--- config.mk ---
export PLATFORM = sky130hd
export DESIGN_NAME = alu_operand_loader
export DESIGN_NICKNAME = d
export VERILOG_FILES = /design/src/rtl/alu_loader_pkg.sv /design/src/rtl/alu_loader_timer.sv /design/src/rtl/alu_operand_loader.sv
export SDC_FILE = /design/constraint.sdc
export NUM_CORES = 1
export LEC_CHECK = 0
export BUFFER_PORTS_ARGS = -buffer_cell sky130_fd_sc_hd__buf_4
export CAP_MARGIN = 15
export CELL_PAD_IN_SITES_DETAIL_PLACEMENT = 0
export CELL_PAD_IN_SITES_GLOBAL_PLACEMENT = 1
export CORE_UTILIZATION = 40
export DETAILED_ROUTE_END_ITERATION = 8
export PLACE_DENSITY = 0.79
export SKIP_LAST_GASP = 1
export SLEW_MARGIN = 10
export SYNTH_ARGS = -nofsm -noshare
export SYNTH_HDL_FRONTEND = slang
export SYNTH_SLANG_ARGS = --single-unit
--- constraint.sdc ---
create_clock -name clk -period 3.7 [get_ports clk]
set_input_delay 0.74 -clock clk [delete_from_list [all_inputs] [get_ports clk]]
set_output_delay 0.74 -clock clk [all_outputs]
set_load 0.005 [all_outputs]
--- src/rtl/alu_loader_pkg.sv ---
// Shared types and sizing for the ALU operand loader.
// Used by alu_operand_loader and, when ALU_LOADER_TIMEOUT_EN is defined, alu_loader_timer.
package alu_loader_pkg;

  localparam int OPERAND_W = 8;
  localparam int SEL_W = 3;
  localparam int TIMER_W = 8;
  localparam int DEFAULT_TIMEOUT_CYCLES = 255;

  typedef enum logic [2:0] {
    ST_IDLE  = 3'd0,
    ST_GET_A = 3'd1,
    ST_GET_B = 3'd2,
    ST_EXEC  = 3'd3,
    ST_DONE  = 3'd4
  } state_t;

endpackage

--- src/rtl/alu_loader_timer.sv ---
// Stall timer for partial operand loads; only built when ALU_LOADER_TIMEOUT_EN is defined.
// expire flags the enabled edge on which TIMEOUT_CYCLES strobe-less cycles will have elapsed.
`ifdef ALU_LOADER_TIMEOUT_EN
module alu_loader_timer
  import alu_loader_pkg::*;
#(
  parameter int TIMEOUT_CYCLES = DEFAULT_TIMEOUT_CYCLES
) (
  input  logic clk,
  input  logic rst,
  input  logic ena,
  input  logic count_en,
  input  logic clear,
  output logic expire
);

  logic [TIMER_W-1:0] count;

  assign expire = count_en && !clear && (count == TIMER_W'(TIMEOUT_CYCLES - 1));

  // Restart from zero on any strobe, on expiry, or whenever the FSM is outside a load state.
  always_ff @(posedge clk or posedge rst) begin
    if (rst) begin
      count <= '0;
    end else if (ena) begin
      if (clear || !count_en || expire) begin
        count <= '0;
      end else begin
        count <= count + 1'b1;
      end
    end
  end

endmodule
`endif

--- src/rtl/alu_operand_loader.sv ---
// Collects header/A/B bytes from a strobed bus, presents them to an external ALU and latches the result.
// Define ALU_LOADER_TIMEOUT_EN to abort stalled loads after TIMEOUT_CYCLES enabled cycles.
module alu_operand_loader
  import alu_loader_pkg::*;
#(
  parameter int TIMEOUT_CYCLES = DEFAULT_TIMEOUT_CYCLES
) (
  input  logic                 clk,
  input  logic                 rst,
  input  logic                 ena,
  input  logic [OPERAND_W-1:0] din,
  input  logic                 strobe,
  output logic [OPERAND_W-1:0] alu_a,
  output logic [OPERAND_W-1:0] alu_b,
  output logic [SEL_W-1:0]     alu_sel,
  input  logic [OPERAND_W-1:0] alu_result,
  input  logic                 alu_cout,
  output logic [OPERAND_W-1:0] dout,
  output logic                 dout_cout,
  output logic                 dout_valid,
  output logic                 busy,
  output logic                 err
);

  state_t               state;
  logic [OPERAND_W-1:0] a_reg;
  logic [OPERAND_W-1:0] b_reg;
  logic [SEL_W-1:0]     sel_reg;
  logic                 timeout_hit;

  assign alu_a   = a_reg;
  assign alu_b   = b_reg;
  assign alu_sel = sel_reg;

`ifdef ALU_LOADER_TIMEOUT_EN
  alu_loader_timer #(
    .TIMEOUT_CYCLES(TIMEOUT_CYCLES)
  ) u_timer (
    .clk      (clk),
    .rst      (rst),
    .ena      (ena),
    .count_en ((state == ST_GET_A) || (state == ST_GET_B)),
    .clear    (strobe),
    .expire   (timeout_hit)
  );

  // err is a one-cycle pulse and must read 0 on any cycle where ena is low.
  always_ff @(posedge clk or posedge rst) begin
    if (rst) begin
      err <= 1'b0;
    end else begin
      err <= ena && timeout_hit;
    end
  end
`else
  assign timeout_hit = 1'b0;
  assign err         = 1'b0;
`endif

  // busy and dout_valid are registered alongside the state so they never glitch.
  always_ff @(posedge clk or posedge rst) begin
    if (rst) begin
      state      <= ST_IDLE;
      sel_reg    <= '0;
      a_reg      <= '0;
      b_reg      <= '0;
      dout       <= '0;
      dout_cout  <= 1'b0;
      dout_valid <= 1'b0;
      busy       <= 1'b0;
    end else if (ena) begin
      case (state)
        ST_IDLE: begin
          if (strobe) begin
            sel_reg <= din[SEL_W-1:0];
            state   <= ST_GET_A;
            busy    <= 1'b1;
          end
        end
        ST_GET_A: begin
          if (strobe) begin
            a_reg <= din;
            state <= ST_GET_B;
          end else if (timeout_hit) begin
            a_reg <= '0;
            b_reg <= '0;
            state <= ST_IDLE;
            busy  <= 1'b0;
          end
        end
        ST_GET_B: begin
          if (strobe) begin
            b_reg <= din;
            state <= ST_EXEC;
          end else if (timeout_hit) begin
            a_reg <= '0;
            b_reg <= '0;
            state <= ST_IDLE;
            busy  <= 1'b0;
          end
        end
        ST_EXEC: begin
          dout       <= alu_result;
          dout_cout  <= alu_cout;
          dout_valid <= 1'b1;
          busy       <= 1'b0;
          state      <= ST_DONE;
        end
        ST_DONE: begin
          // A strobe here is the header of the next operation.
          if (strobe) begin
            sel_reg    <= din[SEL_W-1:0];
            dout_valid <= 1'b0;
            busy       <= 1'b1;
            state      <= ST_GET_A;
          end
        end
        default: begin
          state      <= ST_IDLE;
          dout_valid <= 1'b0;
          busy       <= 1'b0;
        end
      endcase
    end
  end

endmodule

* Word-level counts from Yosys, hierarchy flattened *
Cells that the tools add are included.

storage, ports and cells
  register bits after elaboration = 33
  word-level logic and storage cells = 37
  output and inout bits = 31

cells by class
  equal/unequal tests = 8
  reduce and logical (&&, ||, !) cells = 11
  bitwise logic cells = 2
  multiplexer cells = 8

operator list
  operator                                                                  count
  3-bit AND reduction                                                       5
  3-bit one-hot mux with 4 select lines                                     1
  3-bit two-way mux                                                         3
  3-bit by 2-bit equality test with 1-bit output (second input constant)    2
  2-bit inequality test (second input constant)                             3
  4-bit AND reduction                                                       1
  2-bit OR reduction                                                        2
  3-bit by 1-bit equality test with 1-bit output (second input constant)    1
  3-bit equality test (second input constant)                               1
  3-bit logical NOT                                                         1
  1-bit one-hot mux with 3 select lines                                     1
  3-bit OR reduction                                                        1
  1-bit two-way mux                                                         2
  2-bit by 1-bit inequality test with 1-bit output (second input constant)  1
  1-bit inverter                                                            2
  1-bit one-hot mux with 2 select lines                                     1
  2-bit AND reduction                                                       1

* Longest topological paths before layout *
Gate-level depths: netlist of the first run.

  depth in word-level cells = 4
  depth in mapped cells = 4
  gate-level depth less buffers = 3

* Worst setup path before layout of the first run *
No wires, ideal clock.

  kind = input -> register
  from = input port ena
  to = register a_reg[0] (netlist: alu_a[0])
  buffers on the path = 1
  arrival time = 1.643 ns
  data required time = 3.575 ns
  stages = 4
  setup time = 0.125 ns
  path slack = 1.932 ns
  cells stage by stage = buf_2 -> nand2_2 -> nor3_4 -> mux2_2

between the ends
  longest elaborated chain between the ends = 1

ends and longest elaborated chain
  element                               RTL line                  text
  start: declaration                    alu_operand_loader.sv:10  input logic ena,
  3-bit AND reduction (no source line)  --
  end signal: assignment                alu_operand_loader.sv:82  a_reg <= din;
  end: declaration                      alu_operand_loader.sv:26  logic [OPERAND_W-1:0] a_reg;

Every way passes these cells.
A chain may end at the register's enable or synchronous reset.

* Final worst setup path of the first run *
  from = register state[0]
  to = register a_reg[5] (netlist: alu_a[5])

between the ends
  longest elaborated chain between the ends = 2

ends and longest elaborated chain
  element                                         RTL line                  text
  start: declaration                              alu_operand_loader.sv:25  state_t state;
  start signal: assignment                        alu_operand_loader.sv:63  state <= ST_IDLE;
  start signal: assignment                        alu_operand_loader.sv:76  state <= ST_GET_A;
  start signal: assignment                        alu_operand_loader.sv:83  state <= ST_GET_B;
  3-bit by 1-bit equality test with 1-bit output  alu_operand_loader.sv:72  case (state)
  3-bit AND reduction (no source line)            --

Every way passes these cells.

==> impl_metrics.yaml, run 1 <==
outcome:
  outcome: "finished, final reports clean"
placement:
  detailedPlacementHpwl_um: 1840
  pre_cts_slack_ns: 1.82
  dp_cells: 180
  port_buffers: 50
  place_area_sq_um: 1750
  gp_routability_congestion: 0.803
timing:
  fin_crit_sh: 0.443
  setup_viol_count_final: 0
  rsz0062_at_grt: "no"
  finalSetupTns_ns: 0
  tightest_slew_ns: 0.509
  hold_violations: 0
  setup_slack_ns: 2.06
  finalCriticalPeriod_ns: 1.64
  slew_violations: 0
  relSlewSlack: 0.659
  fin_skew_ns: 0.00377
  holdWs_ns: 0.490
  max_freq_ghz: 0.610
floorplan:
  core_area_sq_um: 3130
  start_util: 0.428
  num_io_pins: 52
  rows: 20
  dieHeight_um: 59.9
  die_w_um: 59.9
  dieArea_sq_um: 3590
synth:
  synth_nets: 110
  syn_area_per_cell_sq_um: 15.1
  synth_top_area_share: 0.616
  synthArstFlopShare: 1.00
  ys_warn_count: 0
  synth_common_cells: "33 x dfrtp_1, 28 x mux2_2, 4 x o21ai_0"
  synth_area_sq_um: 1340
  ys_top_cells_by_area: "dfrtp_1 62%, mux2_2 24%, o21ai_0 1.5%"
  synth_ff_type: "dfrtp_1"
  syn_inst: 89
  ys_types: 23
  synth_seq_cells: 33
  synth-edff-count: 0
  seq_area_frac_synth: 0.616
  synth_most_common_cell: "dfrtp_1"
  netlist.top_cell.by_area: "dfrtp_1"
cts:
  cts_resized: 0
  cts_max_level: 2
  cts_buffer_depth: 2
  cts_setup_buffers: 0
  cts-root-buf: "clkbuf_4"
  cts_tree: "built"
  insertion_delay_ns: 0.32
  postCtsHoldBufs: 0
  clkSinkCount: 33
  cts_buffers: 5
  path_clk_slew_ns: 0.10
finish:
  nFillCells: 270
  nNetsFinal: 164
  drive_gt1_frac: 0.646
  fin_area_sq_um: 1820
  syn2layout_area_growth_pct: 35.8
  layout.cells.non_filler: 188
  diodes: 0
global_route:
  antenna_found_initial: 0
  grt_max_degree: 34
  grt-ovfl-total: 0
  grt.total_usage: 0.158
  grt_pass1_wl_um: 4010
  grt_pass1_vias: 874
power:
  p_int_uw: 1030
  p_clk_frac: 0.155
  ir_drop_uv: 386
  switching_share: 0.294
  leakagePower_uw: 0.000885
  combPwrFrac: 0.385
  seq_power_share: 0.459
  p_sw_uw: 427
  pwr_density_cell_nw_per_um2: 799
drt:
  via_per_inst: 4.77
  drt_iter0_drc: 28
  drc: 0
  postRouteWirelength_um: 2510
  dr_total_vias: 896
  ant_nets: 0
  wl_per_cell_um: 13.4
  drt_first_pass_iters: 4
setup_path:
  cp_top_family: "flip-flops"
  crit_slowest_cell: "dfrtp_1"
  critPathLaunch: "state[0]$_DFFE_PP0P_"
  cp.arrival_ns: 1.86
  required_ns: 3.92
  end_kind: "register"
  cpPeakStageDelay_ns: 0.58
  crit_type: "reg2reg"
  crit_chain: "nand2b_4 > nor3_4 > mux2_2"
  r2r_start: "state[0]$_DFFE_PP0P_"
  worstPathMaxFanout: 10
  worstSetupStartpointType: "register"
  cp_num_buf_inv: 0
worst_hold_path:
  min_path_type: "in2async"
job:
  drv_cap: 0
-- per-stage QoR --
stage,total power (uW),util
after floorplan,937,-
after detailed placement,1240,0.559
after global placement,1220,0.559
final,1450,0.582
after CTS,1480,0.582
after global routing,1560,0.582
-- state kept, by name, summed over array words and instances (netlist names) --
name and count:
alu_a 8, alu_b 8, alu_sel 3, busy 1, dout 8, dout_cout 1, dout_valid 1, state 3
-- path summary, 6_finish.rpt --
path | depth (start not counted) | end | slack, ns
setup / recovery | 3 | alu_a[5]$_DFFE_PP0P_ | 2.06
setup reg to reg | 3 | alu_a[5]$_DFFE_PP0P_ | 2.06
hold reg to reg | 1 | alu_b[4]$_DFFE_PP0P_ | 0.51
hold / removal | 3 | dout[0]$_DFFE_PP0P_ | 0.49
max in group asynchronous | 3 | dout[5]$_DFFE_PP0P_ | 2.92
min in group clk | 1 | alu_b[4]$_DFFE_PP0P_ | 0.51
-- cells by family after synthesis --
logic type             count (synthesis)  share of synthesized area
other                                  1                    0.00280
AOI/OAI and AO/OA                     10                     0.0458
DFF                                   33                      0.616
and+or+nand+nor                       12                     0.0756
muxes                                 28                      0.235
buffers and inverters                  5                     0.0243
-- power groups by stage --
stage	Clock [uW]	Combinational (uW)	Sequential, uW
2_1_floorplan	0	292	645
3_3_place_gp	0	559	665
3_5_place_dp	0	571	674
4_1_cts	237	573	668
5_1_grt	253	616	691
6_report	226	560	668
-- placed cells by master, fill, tap and decap left out, types with 2 or more instances in the layout --
master / Yosys / routed
a31oi_1: 2 / 2
buf_4: 1 / 51
clkbuf_4: 0 / 5
clkbuf_8: 0 / 2
dfrtp_1: 33 / 33
mux2_2: 28 / 28
nand2_1: 3 / 3
o21ai_0: 4 / 4
-- tightest hold or removal path: stages --
cell and delay, ns:
buf_4 0.11, inv_1 0.04, buf_4 0.35
-- metal layers --
metal	track usage	wire length, um	part of all wire	up-vias
li1	-	-	-	420
met1	0.190	1060	0.42	450
met2	0.243	1310	0.52	21
met3	0.0671	94	0.037	5
met4	0.0797	46	0.018	0
met5	0	0	0	-
-- layout make-up --
type	instances	area, sq um	area share
flip-flops and latches	33	826	0.454
multi-input cells	51	482	0.265
repair buffers	51	383	0.210
clock buffers	7	65.1	0.0358
well taps	44	55.1	0.0303
clock inverters	1	5.00	0.00275
inverters	1	3.75	0.00206
No activity file was read; power rests on OpenSTA's default activity.
==> run 2, diff against run 1 <==
--- a/config.mk
+++ b/config.mk
@@ -9,9 +9,9 @@
 export CAP_MARGIN = 15
 export CELL_PAD_IN_SITES_DETAIL_PLACEMENT = 0
 export CELL_PAD_IN_SITES_GLOBAL_PLACEMENT = 1
-export CORE_UTILIZATION = 40
+export CORE_UTILIZATION = 34
 export DETAILED_ROUTE_END_ITERATION = 8
-export PLACE_DENSITY = 0.79
+export PLACE_DENSITY = 0.72
 export SKIP_LAST_GASP = 1
 export SLEW_MARGIN = 10
 export SYNTH_ARGS = -nofsm -noshare
==> constraint.sdc (replaced) <==
create_clock -name clk -period 1.3 [get_ports clk]
set_input_delay 0.26 -clock clk [delete_from_list [all_inputs] [get_ports clk]]
set_output_delay 0.26 -clock clk [all_outputs]
set_load 0.005 [all_outputs]
==> run 2 against run 1 <==
The flow now finishes with violations (negative setup slack); sequential power rose to 2.9 times the previous value; sequential cell count did not move; register-to-register slack got worse by 2.1 ns; non-clock buffer count rose by 11; via count rose by 4.8%; combinational power rose to 3.3 times the previous value; core utilization fell by 4.6 points; clock skew fell by 0.0020 ns; cell area rose by 9.4%; first-iteration DRC count rose by 14%; global-route usage fell by 1.7 points; die area rose by 17%; critical endpoint is now alu_a[6]$_DFFE_PP0P_; largest power group unchanged.
==> impl_metrics.yaml, run 2 (synthesis gave the netlist of run 1 again) <==
outcome:
  outcome: "finished, violations left"
  failed_checks: "negative setup slack"
finish:
  diodes: 0
  syn2layout_area_growth_pct: 48.6
  drive_gt1_frac: 0.697
  nNetsFinal: 175
  fin_area_sq_um: 1990
  final_core_util: 0.536
  multi_input_area_sq_um: 510
  register_area_sq_um: 830
  layout_common_cells: "59 x buf_4, 30 x dfrtp_1, 24 x mux2_2"
  nFillCells: 321
  final_common_cell: "buf_4"
floorplan:
  core_area_sq_um: 3720
  rows: 22
  num_io_pins: 52
  start_util: 0.361
  dieArea_sq_um: 4200
  dieHeight_um: 64.8
  die_w_um: 64.8
drt:
  postRouteWirelength_um: 2730
  drc: 0
  ant_nets: 0
  drt_iter0_drc: 32
  wl_per_cell_um: 13.4
  via_per_inst: 4.63
  drt_first_pass_iters: 3
  dr_total_vias: 939
timing:
  slew_violations: 0
  setup_slack_ns: -0.0417
  fin_skew_ns: 0.00181
  setup_viol_count_final: 17
  rsz0062_at_grt: "yes"
  fin_crit_sh: 1.03
  finalCriticalPeriod_ns: 1.34
  hold_violations: 0
  max_freq_ghz: 0.745
global_route:
  grt-ovfl-total: 0
  antenna_found_initial: 0
  use_met3: 0.0370
  grt_util_met2: 0.233
  grt_max_degree: 34
  grtUsageMet1: 0.171
  grt_pass1_wl_um: 4360
  grt.busiest_layer: "met2"
  grt_pass1_vias: 917
  grt.total_usage: 0.141
setup_path:
  crit_chain: "nand2b_4 > nor3_4 > buf_6 > mux2_2"
  cp.arrival_ns: 1.50
  critPathLaunch: "state[2]$_DFFE_PP0P_"
  cp_num_buf_inv: 1
  required_ns: 1.46
  r2r_start: "state[2]$_DFFE_PP0P_"
  reg2regPathDepth: 4
  crit_type: "reg2reg"
  crit_slowest_cell: "dfrtp_2"
  worstPathMaxFanout: 5
  worst_r2r_endpoint: "alu_a[6]$_DFFE_PP0P_"
  worstSetupStartpointType: "register"
  rrSetupSlack_ns: -0.04
  cpPeakStageDelay_ns: 0.43
  cp_top_family: "flip-flops"
  end_kind: "register"
cts:
  cts_max_level: 2
  cts-root-buf: "clkbuf_8"
  path_clk_slew_ns: 0.06
  cts_buffer_depth: 2
  cts_tree: "built"
  cts_buffers: 5
  insertion_delay_ns: 0.27
  clkSinkCount: 33
power:
  leakagePower_uw: 0.000979
  pwr_density_cell_nw_per_um2: 2300
  ir_drop_uv: 1030
job:
  drv_cap: 0
worst_hold_path:
  min_path_type: "in2async"
placement:
  place_area_sq_um: 1840
  port_buffers: 50
  gp_routability_congestion: 0.864
  detailedPlacementHpwl_um: 2060
-- run 2: worst max-delay path by stage --
stage / endpoint / cells past startpoint
after floorplan: alu_a[0]$_DFFE_PP0P_ / 3
after global placement: dout[3]$_DFFE_PP0P_ / 3
after detailed placement: dout[0]$_DFFE_PP0P_ / 3
after CTS: alu_a[6]$_DFFE_PP0P_ / 4
after global routing: alu_a[2]$_DFFE_PP0P_ / 4
final: alu_a[6]$_DFFE_PP0P_ / 4
-- run 2: final cells by class --
cell class              count  share of cell area
repair buffers             62               0.244
multi-input cells          51               0.256
well taps                  48              0.0302
flip-flops and latches     33               0.417
clock inverters             1             0.00251
clock buffers               7              0.0484
inverters                   1             0.00189
-- run 2: worst reg2reg max path, delay by kind of cell (launching register included) --
family / cells / cell delay (ns)
flops: 1 / 0.43
simple gates: 2 / 0.31
mux: 1 / 0.33
buf+inv: 1 / 0.16
-- run 2: routing by layer --
metal,wire length (um),share of wire,vias to the layer above
li1,-,-,441
met1,1110,0.41,475
met2,1500,0.55,19
met3,76,0.028,4
met4,47,0.017,0
met5,0,0,-
-- run 2: timing repair --
item / CTS / global route
endpoints found under the hold margin: 0 / 0
gates cloned: 0 / 0
resized for setup: 9 / 1
buffers inserted: 2 / 0
hold buffers: 0 / 0
endpoints found under the setup margin: 28 / 30
-- run 2: through the flow --
step / cells / setup slack, ns / hold WS, ns / TNS, ns / power [uW]
6_report: 203 / -0.0417 / 0.0733 / -0.251 / 4590
5_1_grt: 203 / -0.0958 / 0.0893 / -1.59 / 4890
4_1_cts: 203 / -0.0501 / 0.0812 / -0.366 / 4640
3_5_place_dp: 193 / -0.156 / 0.379 / -2.07 / 3680
3_3_place_gp: 193 / -0.0779 / 0.376 / -1.15 / 3610
2_1_floorplan: 89 / -0.0409 / 0.389 / -0.286 / 2700
-- run 2: power by group --
part | internal [uW] | switching, uW
Sequential | 1550 | 359
Clock | 478 | 340
Combinational | 1260 | 600
